### config.mk
export PLATFORM = sky130hd
export DESIGN_NAME = beta_alu_arbiter
export DESIGN_NICKNAME = d
export VERILOG_FILES = /design/src/rtl/beta_alu_pkg.sv /design/src/rtl/beta_alu.sv /design/src/rtl/rr_arbiter2.sv /design/src/rtl/beta_alu_arbiter.sv
export SDC_FILE = /design/constraint.sdc
export NUM_CORES = 2
export LEC_CHECK = 0
export BUFFER_PORTS_ARGS = -buffer_cell sky130_fd_sc_hd__buf_2
export CAP_MARGIN = 20
export CORE_UTILIZATION = 35
export DETAILED_ROUTE_END_ITERATION = 12
export GPL_ROUTABILITY_DRIVEN = 0
export GPL_TIMING_DRIVEN = 0
export PLACE_DENSITY_LB_ADDON = 0.25
export SLEW_MARGIN = 20
export SYNTH_ARGS = -nofsm -noshare
export SYNTH_HDL_FRONTEND = slang
export SYNTH_SLANG_ARGS = --single-unit
### constraint.sdc
create_clock -name clk -period 8.25 [get_ports clk]
set_clock_uncertainty 0.05 [all_clocks]
set_input_delay 1.2375 -clock clk [delete_from_list [all_inputs] [get_ports clk]]
set_output_delay 1.2375 -clock clk [all_outputs]
set_load 0.02 [all_outputs]
### src/rtl/beta_alu_pkg.sv
// beta_alu_pkg: ALU function codes and arbiter FSM states shared by the Beta ALU arbiter.
package beta_alu_pkg;
   localparam logic [3:0] FN_ADD   = 4'b0000;
   localparam logic [3:0] FN_SUB   = 4'b0001;
   localparam logic [3:0] FN_MUL   = 4'b0010;
   localparam logic [3:0] FN_CMPEQ = 4'b0100;
   localparam logic [3:0] FN_CMPLT = 4'b0101;
   localparam logic [3:0] FN_CMPLE = 4'b0110;
   localparam logic [3:0] FN_AND   = 4'b1000;
   localparam logic [3:0] FN_XOR   = 4'b1010;
   localparam logic [3:0] FN_SHL   = 4'b1100;
   localparam logic [3:0] FN_SHR   = 4'b1101;
   localparam logic [3:0] FN_SRA   = 4'b1110;
   typedef enum logic [1:0] {IDLE, EXEC, WAIT, RESP} state_t;
endpackage

### src/rtl/beta_alu.sv
// beta_alu: combinational Beta ALU; comparisons return 0/1, shifts use b[4:0].
module beta_alu
   import beta_alu_pkg::*;
(
   input  logic [3:0]  fn,
   input  logic [31:0] a,
   input  logic [31:0] b,
   output logic [31:0] result
);
   always_comb begin
      result = '0;
      case (fn)
         FN_ADD:   result = a + b;
         FN_SUB:   result = a - b;
         FN_MUL:   result = a * b;
         FN_CMPEQ: result = {31'b0, a == b};
         FN_CMPLT: result = {31'b0, $signed(a) < $signed(b)};
         FN_CMPLE: result = {31'b0, $signed(a) <= $signed(b)};
         FN_AND:   result = a & b;
         FN_XOR:   result = a ^ b;
         FN_SHL:   result = a << b[4:0];
         FN_SHR:   result = a >> b[4:0];
         FN_SRA:   result = $signed(a) >>> b[4:0];
         default:  result = '0;
      endcase
   end
endmodule

### src/rtl/rr_arbiter2.sv
// rr_arbiter2: two-way grant; a lone valid always wins, a tie goes to the pointer.
module rr_arbiter2 (
   input  logic [1:0] valid,
   input  logic       ptr,
   output logic [1:0] grant
);
   assign grant[0] = valid[0] & (~valid[1] | ~ptr);
   assign grant[1] = valid[1] & (~valid[0] | ptr);
endmodule

### src/rtl/beta_alu_arbiter.sv
// beta_alu_arbiter: shares one Beta ALU between two requesters, one operation in flight.
module beta_alu_arbiter
   import beta_alu_pkg::*;
#(
   parameter int MUL_LAT = 3
) (
   input  logic        clk,
   input  logic        rst,
   input  logic        req0_valid,
   output logic        req0_ready,
   input  logic [3:0]  req0_fn,
   input  logic [31:0] req0_a,
   input  logic [31:0] req0_b,
   input  logic        req1_valid,
   output logic        req1_ready,
   input  logic [3:0]  req1_fn,
   input  logic [31:0] req1_a,
   input  logic [31:0] req1_b,
   output logic        rsp0_valid,
   input  logic        rsp0_ready,
   output logic [31:0] rsp0_result,
   output logic        rsp1_valid,
   input  logic        rsp1_ready,
   output logic [31:0] rsp1_result,
   output logic        busy
);
   if (MUL_LAT < 1) begin : g_bad_lat
      $error("beta_alu_arbiter: MUL_LAT must be at least 1");
   end
   localparam int CW = $clog2(MUL_LAT + 1);
   state_t      state;
   logic        ptr, owner;
   logic [3:0]  fn_q;
   logic [31:0] a_q, b_q, result_q, alu_y;
   logic [CW-1:0] cnt;
   logic [1:0]  grant;
   logic        is_mul, rsp_hs;
   rr_arbiter2 u_arb (.valid({req1_valid, req0_valid}), .ptr(ptr), .grant(grant));
   beta_alu u_alu (.fn(fn_q), .a(a_q), .b(b_q), .result(alu_y));
   assign req0_ready  = (state == IDLE) & grant[0] & req0_valid;
   assign req1_ready  = (state == IDLE) & grant[1] & req1_valid;
   assign rsp0_valid  = (state == RESP) & ~owner;
   assign rsp1_valid  = (state == RESP) & owner;
   assign rsp0_result = rsp0_valid ? result_q : '0;
   assign rsp1_result = rsp1_valid ? result_q : '0;
   assign busy        = state != IDLE;
   assign is_mul      = (fn_q == FN_MUL) && (MUL_LAT > 1);
   assign rsp_hs      = owner ? (rsp1_valid & rsp1_ready) : (rsp0_valid & rsp0_ready);
   always_ff @(posedge clk or posedge rst) begin
      if (rst) begin
         state    <= IDLE;
         ptr      <= 1'b0;
         owner    <= 1'b0;
         fn_q     <= '0;
         a_q      <= '0;
         b_q      <= '0;
         result_q <= '0;
         cnt      <= '0;
      end else begin
         case (state)
            IDLE: if (req0_ready | req1_ready) begin
               owner <= req1_ready;
               fn_q  <= req1_ready ? req1_fn : req0_fn;
               a_q   <= req1_ready ? req1_a  : req0_a;
               b_q   <= req1_ready ? req1_b  : req0_b;
               state <= EXEC;
            end
            EXEC: if (is_mul) begin
               cnt   <= CW'(MUL_LAT - 1);
               state <= WAIT;
            end else begin
               result_q <= alu_y;
               state    <= RESP;
            end
            // cnt holds the remaining multiply cycles; capture on the last one
            WAIT: if (cnt == CW'(1)) begin
               result_q <= alu_y;
               cnt      <= '0;
               state    <= RESP;
            end else begin
               cnt <= cnt - CW'(1);
            end
            RESP: if (rsp_hs) begin
               ptr   <= ~owner;
               state <= IDLE;
            end
            default: state <= IDLE;
         endcase
      end
   end
endmodule

Word level (Yosys, flattened, before mapping)
Index checks and enable logic that the tools add are counted.
{ "totals": {"ff_bits": 106, "in_bits": 142, "out_inout_bits": 69, "wordCells": 83} }
{ "op_classes": {"n_addsub": 3, "multipliers": 1, "n_lt_le_gt_ge": 2, "eq_ne": 20, "n_shift": 3, "muxes": 18, "n_bitwise": 19, "n_reduce_logical": 9} }
{ "op_table": {"columns": ["cell", "count"], "rows": [
  ["case mux 32 bit (11 select lines)", 1],
  ["two-way mux 32 bit", 6],
  ["case mux 32 bit (2 select lines)", 1],
  ["adder 32 bit", 1],
  ["bitwise AND 32 bit", 1],
  ["equality test 32 bit", 1],
  ["less-or-equal comparator 32 bit", 1],
  ["less-than comparator 32 bit", 1],
  ["multiplier 32 x 32 -> 32 bit", 1],
  ["<< shifter 32 x 5 -> 32 bit", 1],
  ["right shift 32 x 5 -> 32 bit", 1],
  [">>> shifter 32 x 5 -> 32 bit", 1],
  ["subtractor 32 bit", 1],
  ["bitwise XOR 32 bit", 1],
  ["equality test 4 bit, second input constant", 5],
  ["equality test 4 x 3 -> 1 bit, second input constant", 3],
  ["bitwise AND 1 bit", 10],
  ["two-way mux 2 bit", 5],
  ["!= test 2 bit, second input constant", 4],
  ["case mux 2 bit (4 select lines)", 1],
  ["AND reduction 2 bit", 3],
  ["AND reduction 3 bit", 2],
  ["equality test 2 x 1 -> 1 bit, second input constant", 2],
  ["equality test 2 bit, second input constant", 2],
  ["other kinds (12)", 19]
]} }

Depth between registers and ports, before layout
{ "logic_depth": {"depth_word": 8, "mapped_depth": 30} }

By module
From an unflattened synthesis, not the netlist that was laid out.
{ "hier_totals": {"cells_unflattened": 3358, "area_unflattened_um2": 28934.0} }
{ "by_module_without_submodules": {"columns": ["module", "instances", "cells_each", "area_per_inst_um2", "seq_area_each_um2"], "rows": [
  ["beta_alu", 1, 2870, 23621.4, 0.0],
  ["beta_alu_arbiter", 1, 485, 5293.8, 2652.5],
  ["rr_arbiter2", 1, 3, 18.8, 0.0]
]} }

Worst setup path after synthesis
Ideal clock, no wire load.
{ "synth_timing": {"path_type": "reg2reg", "start": "register b_q[1]", "end": "register result_q[31]", "setup_ns": 0.126, "arrival_time_ns": 7.771, "slack_ns": 0.303, "path_stages_with_launch": 28, "synth_period_minus_slack_ns": 7.947, "path_cell_list": "dfrtp_1 -> clkbuf_1 -> clkbuf_1 -> buf_1 -> clkbuf_1 -> clkbuf_1 -> nand2_1 -> fa_1 -> fa_1 -> fa_1 -> inv_1 -> fa_1 -> inv_1 -> fa_1 -> inv_1 -> fa_1 -> fa_1 -> ha_1 -> a21oi_1 -> o21ai_1 -> o41a_1 -> or3_1 -> a22o_1 -> a211oi_1 -> o41ai_1 -> xnor2_1 -> nor2_1 -> o32a_1"} }
{ "synth_via": {"elab_chain_len": 4, "elab_cells_between_ends": 10} }
{ "synth_lines": {"columns": ["item", "line", "rtl"], "rows": [
  ["start, declared", "beta_alu_arbiter.sv:34", "logic [31:0] a_q, b_q, result_q, alu_y;"],
  ["start signal, assigned", "beta_alu_arbiter.sv:65", "b_q <= req1_ready ? req1_b : req0_b;"],
  ["multiplier 32 x 32 -> 32 bit (tied with other cells)", "beta_alu.sv:15", "FN_MUL: result = a * b;"],
  ["case mux 32 bit (11 select lines) *", "beta_alu.sv:12", "case (fn)"],
  ["two-way mux 32 bit, on equally long branches", "beta_alu_arbiter.sv:76, beta_alu_arbiter.sv:68", null],
  ["case mux 32 bit (2 select lines) *", "beta_alu_arbiter.sv:60", "case (state)"],
  ["end signal, assigned", "beta_alu_arbiter.sv:72", "result_q <= alu_y;"],
  ["end signal, assigned", "beta_alu_arbiter.sv:77", "result_q <= alu_y;"],
  ["end, declared", "beta_alu_arbiter.sv:34", null]
]} }
Mark *: on every way between the ends. The rest lies on a longest branch, timed or not. The select of a mux whose other input is x is not followed.
A chain may end at the register's enable or synchronous reset.

Final worst setup path
{ "layout_timing": {"start": "register a_q[0]", "end": "register result_q[30]"} }
{ "layout_via": {"elab_chain_len": 4, "elab_cells_between_ends": 10} }
{ "layout_lines": {"columns": ["item", "line", "rtl"], "rows": [
  ["start, declared", "beta_alu_arbiter.sv:34", null],
  ["start signal, assigned", "beta_alu_arbiter.sv:64", "a_q <= req1_ready ? req1_a : req0_a;"],
  ["multiplier 32 x 32 -> 32 bit (tied with other cells)", "beta_alu.sv:15", null],
  ["case mux 32 bit (11 select lines) *", "beta_alu.sv:12", null],
  ["two-way mux 32 bit, on equally long branches", "beta_alu_arbiter.sv:76, beta_alu_arbiter.sv:68", null],
  ["case mux 32 bit (2 select lines) *", "beta_alu_arbiter.sv:60", null]
]} }
Marked as above.

==> results.md <==
* Slowest library cell on the worst path: a211oi_1
* Worst-path cell chain: clkbuf_2 > clkinv_2 > clkbuf_2 > nor2_1 > ha_1 > ha_1 > fa_1 > fa_1 > inv_1 > fa_1 > fa_1 > fa_1 > fa_1 > inv_1 > ha_1 > nor3b_1 > a31oi_1 > nand4_1 > a211oi_1 > a31oi_4 > a221o_1
* Initial DRC Count at 3560
* Final period utilization at 1.01
* Failing checks: setup timing
* Die Y at 286 um
* Reg clk slew, reported paths at about 80 ps
* Reg area at between 0.002 and 0.003 sq mm
* Crit path capture type: flip-flop
* Syn Nets at 4119
* Row cnt at around 100
* Run status: complete, but fails checks
* H-tree depth at 3
* Synth async-reset ratio at 1.00
* Routed Wire Length at 128 mm
* Cell variety after synth at 78
* Worst min-delay path class: reg -> reg
* Fin crit period at 8370 ps
* Critical path data arrival time at 8600 ps
* Via count at about 27000
* Achievable Freq at 120 MHz
* Vias in the first global route at 26700
* Syn Area/Cell at 8.37 sq um
* Most frequent cells in the layout: inv_1, fa_1, nand2_1
* WL/cell at between 20 and 30 um
* Routed Antenna Nets at 0
* Maxcap violations at 0
* YS warnings at 0
* Chip Width at about 290 um
* Clock Latency Late Sink at 420 ps
* Clock tree buffer depth at 2
* #FFs+latches synth at 106
* Core ar. at a little under 0.08 sq mm
* Root Buffer: clkbuf_16
* Total track usage at 0.315
* Die ar. at roughly 0.082 sq mm
* Worst-path fanout max at 10
* Pins Over Slew Limit at 0
* GR Overflow Total at 0
* Synth top area share at 0.291
* Fill count at 8277
* RSZ-0062 raised after global routing: no
* Cells taking the most area after synthesis: fa_1, dfrtp_1, ha_1
* Synth Flop Type: dfrtp_1
* Share of layout cells above drive strength 1 at 0.122
* Largest net degree at the start of global routing at 61
* Initial antenna violation count at 14
* Sequential cell area fraction in the yosys report at 0.0940
* TNS Setup at -117 ps
* PortBufs at 210
* Setup Viol. Count Final at 1
* Worst-Margin Slew at 1170 ps
* CP max stage delay at 620 ps
* Inserted Clock Buffers at 9
* DRC viols at 0
* Worst Path Required at approximately 8500 ps
* Area of the multi-input gates at ~0.023 sq mm
* Setup WS post-layout at -117 ps
* First-pass GRT wire length at 186 mm
* Kind of critical path: reg -> reg
* Final Hold Viols at 0
* # IOs at 211
* Clk sink count at 106
* Drt pass-1 iters at 6
* Synth Instances at 3373
* Initial Util at 0.356
* HPWL Detailed at between 100 and 150 mm
* Final net count at 4344
* CTS tree: built
* Commonest non-fill, non-tap cell in the layout: inv_1
* Post-Syn Area at around 0.028 sq mm
* Layout area overhead at 11.8%
* Yosys top cell by area: fa_1
* Via density at 5.86
* Cell mode on critical path: fa_1
* Post-synth EDFFs at 0
* Slew headroom at 0.217
* Crit start category: flip-flop
layout make-up:
type / count / share of cell area
Multi-Input combinational cell: 2574 / 0.734
Sequential cell: 106 / 0.0853
Inverter: 448 / 0.0535
Tap cell: 1050 / 0.0416
Buffer: 237 / 0.0388
Timing Repair Buffer: 222 / 0.0368
Clock buffer: 9 / 0.00714
Clock inverter: 7 / 0.00290
Antenna cell: 3 / 0.000238
critical path, delay by kind of cell (launching register included):
family                     cells  cell delay, ps
AOI/OAI and AO/OA              4            1440
adders and majority gates      9            4120
buffers and inverters          5            1450
DFF                            1             400
and+or+nand+nor                3             740
state kept, by name, indices dropped and copies added (netlist names):
signal    flops
a_q          32
b_q          32
result_q     32
fn_q          4
cnt           2
state         2
owner         1
ptr           1
logic make-up after synthesis:
family / synth area share
and+or+nand+nor: 0.192
adders and majority gates: 0.377
AOI/OAI and AO/OA: 0.135
muxes: 0.0773
buffers and inverters: 0.0928
xor gates and xnor gates: 0.0320
DFF: 0.0940
synth_stat cells (14+ instances only):
master,number
o21ai_1,15
a31oi_1,17
and2_1,332
xor2_1,27
mux4_2,30
inv_1,444
a21o_1,24
xnor2_1,76
nor2_1,181
o211ai_1,40
o21ai_0,195
nand2b_1,35
nand2_1,378
a221oi_1,24
ha_1,194
or3_1,17
a21oi_1,116
fa_1,410
nor2b_1,20
o21bai_1,15
nand3_1,14
and3_1,39
dfrtp_1,106
buf_1,15
nor3_1,26
clkbuf_1,220
mux2i_1,138
a211oi_1,23
what timing repair did:
| action | CTS | global route |
|---|---|---|
| buffers inserted | 4 | 7 |
| hold buffers | 0 | 0 |
| endpoints found under the setup margin | 21 | 16 |
| resized for setup | 153 | 105 |
| hold endpoints to repair | 0 | 0 |
| pin swaps | 8 | 9 |
stage by stage:
stage,cells,worst slack (ps),area [sq um],utilization,hold slack [ps]
floorplan,3373,303,28200,-,405
global placement,4633,-2180,30600,0.385,431
detailed placement,4634,-2110,30600,0.386,448
CTS,4649,-47.6,31300,0.395,466
global route,4653,0.167,31500,0.397,478
finish,4656,-117,31500,0.397,460
path summary, 6_finish.rpt:
| kind | from | end | slack (ps) | cells after the start |
|---|---|---|---|---|
| max | a_q[0] | result_q[30] | -120 | 21 |
| min | result_q[4] | result_q[4] | 460 | 2 |
| max reg2reg | a_q[0] | result_q[30] | -120 | 21 |
| min reg2reg | result_q[4] | result_q[4] | 460 | 2 |
| max in group asynchronous | rst | b_q[5] | 6670 | 3 |
| min in group asynchronous | rst | b_q[30] | 790 | 2 |
metal layers:
| metal | GRT usage | vias to the layer above | share of wire |
|---|---|---|---|
| met3 | 0.0921 | 451 | 0.12 |
| met5 | 0.0128 | - | 0.0011 |
| met4 | 0.169 | 12 | 0.066 |
| met2 | 0.467 | 1877 | 0.42 |
| li1 | - | 11400 | - |
| met1 | 0.411 | 13500 | 0.39 |
Power is not shown: default switching activity piles up to over one toggle a cycle in this logic, so the estimate is an artifact.
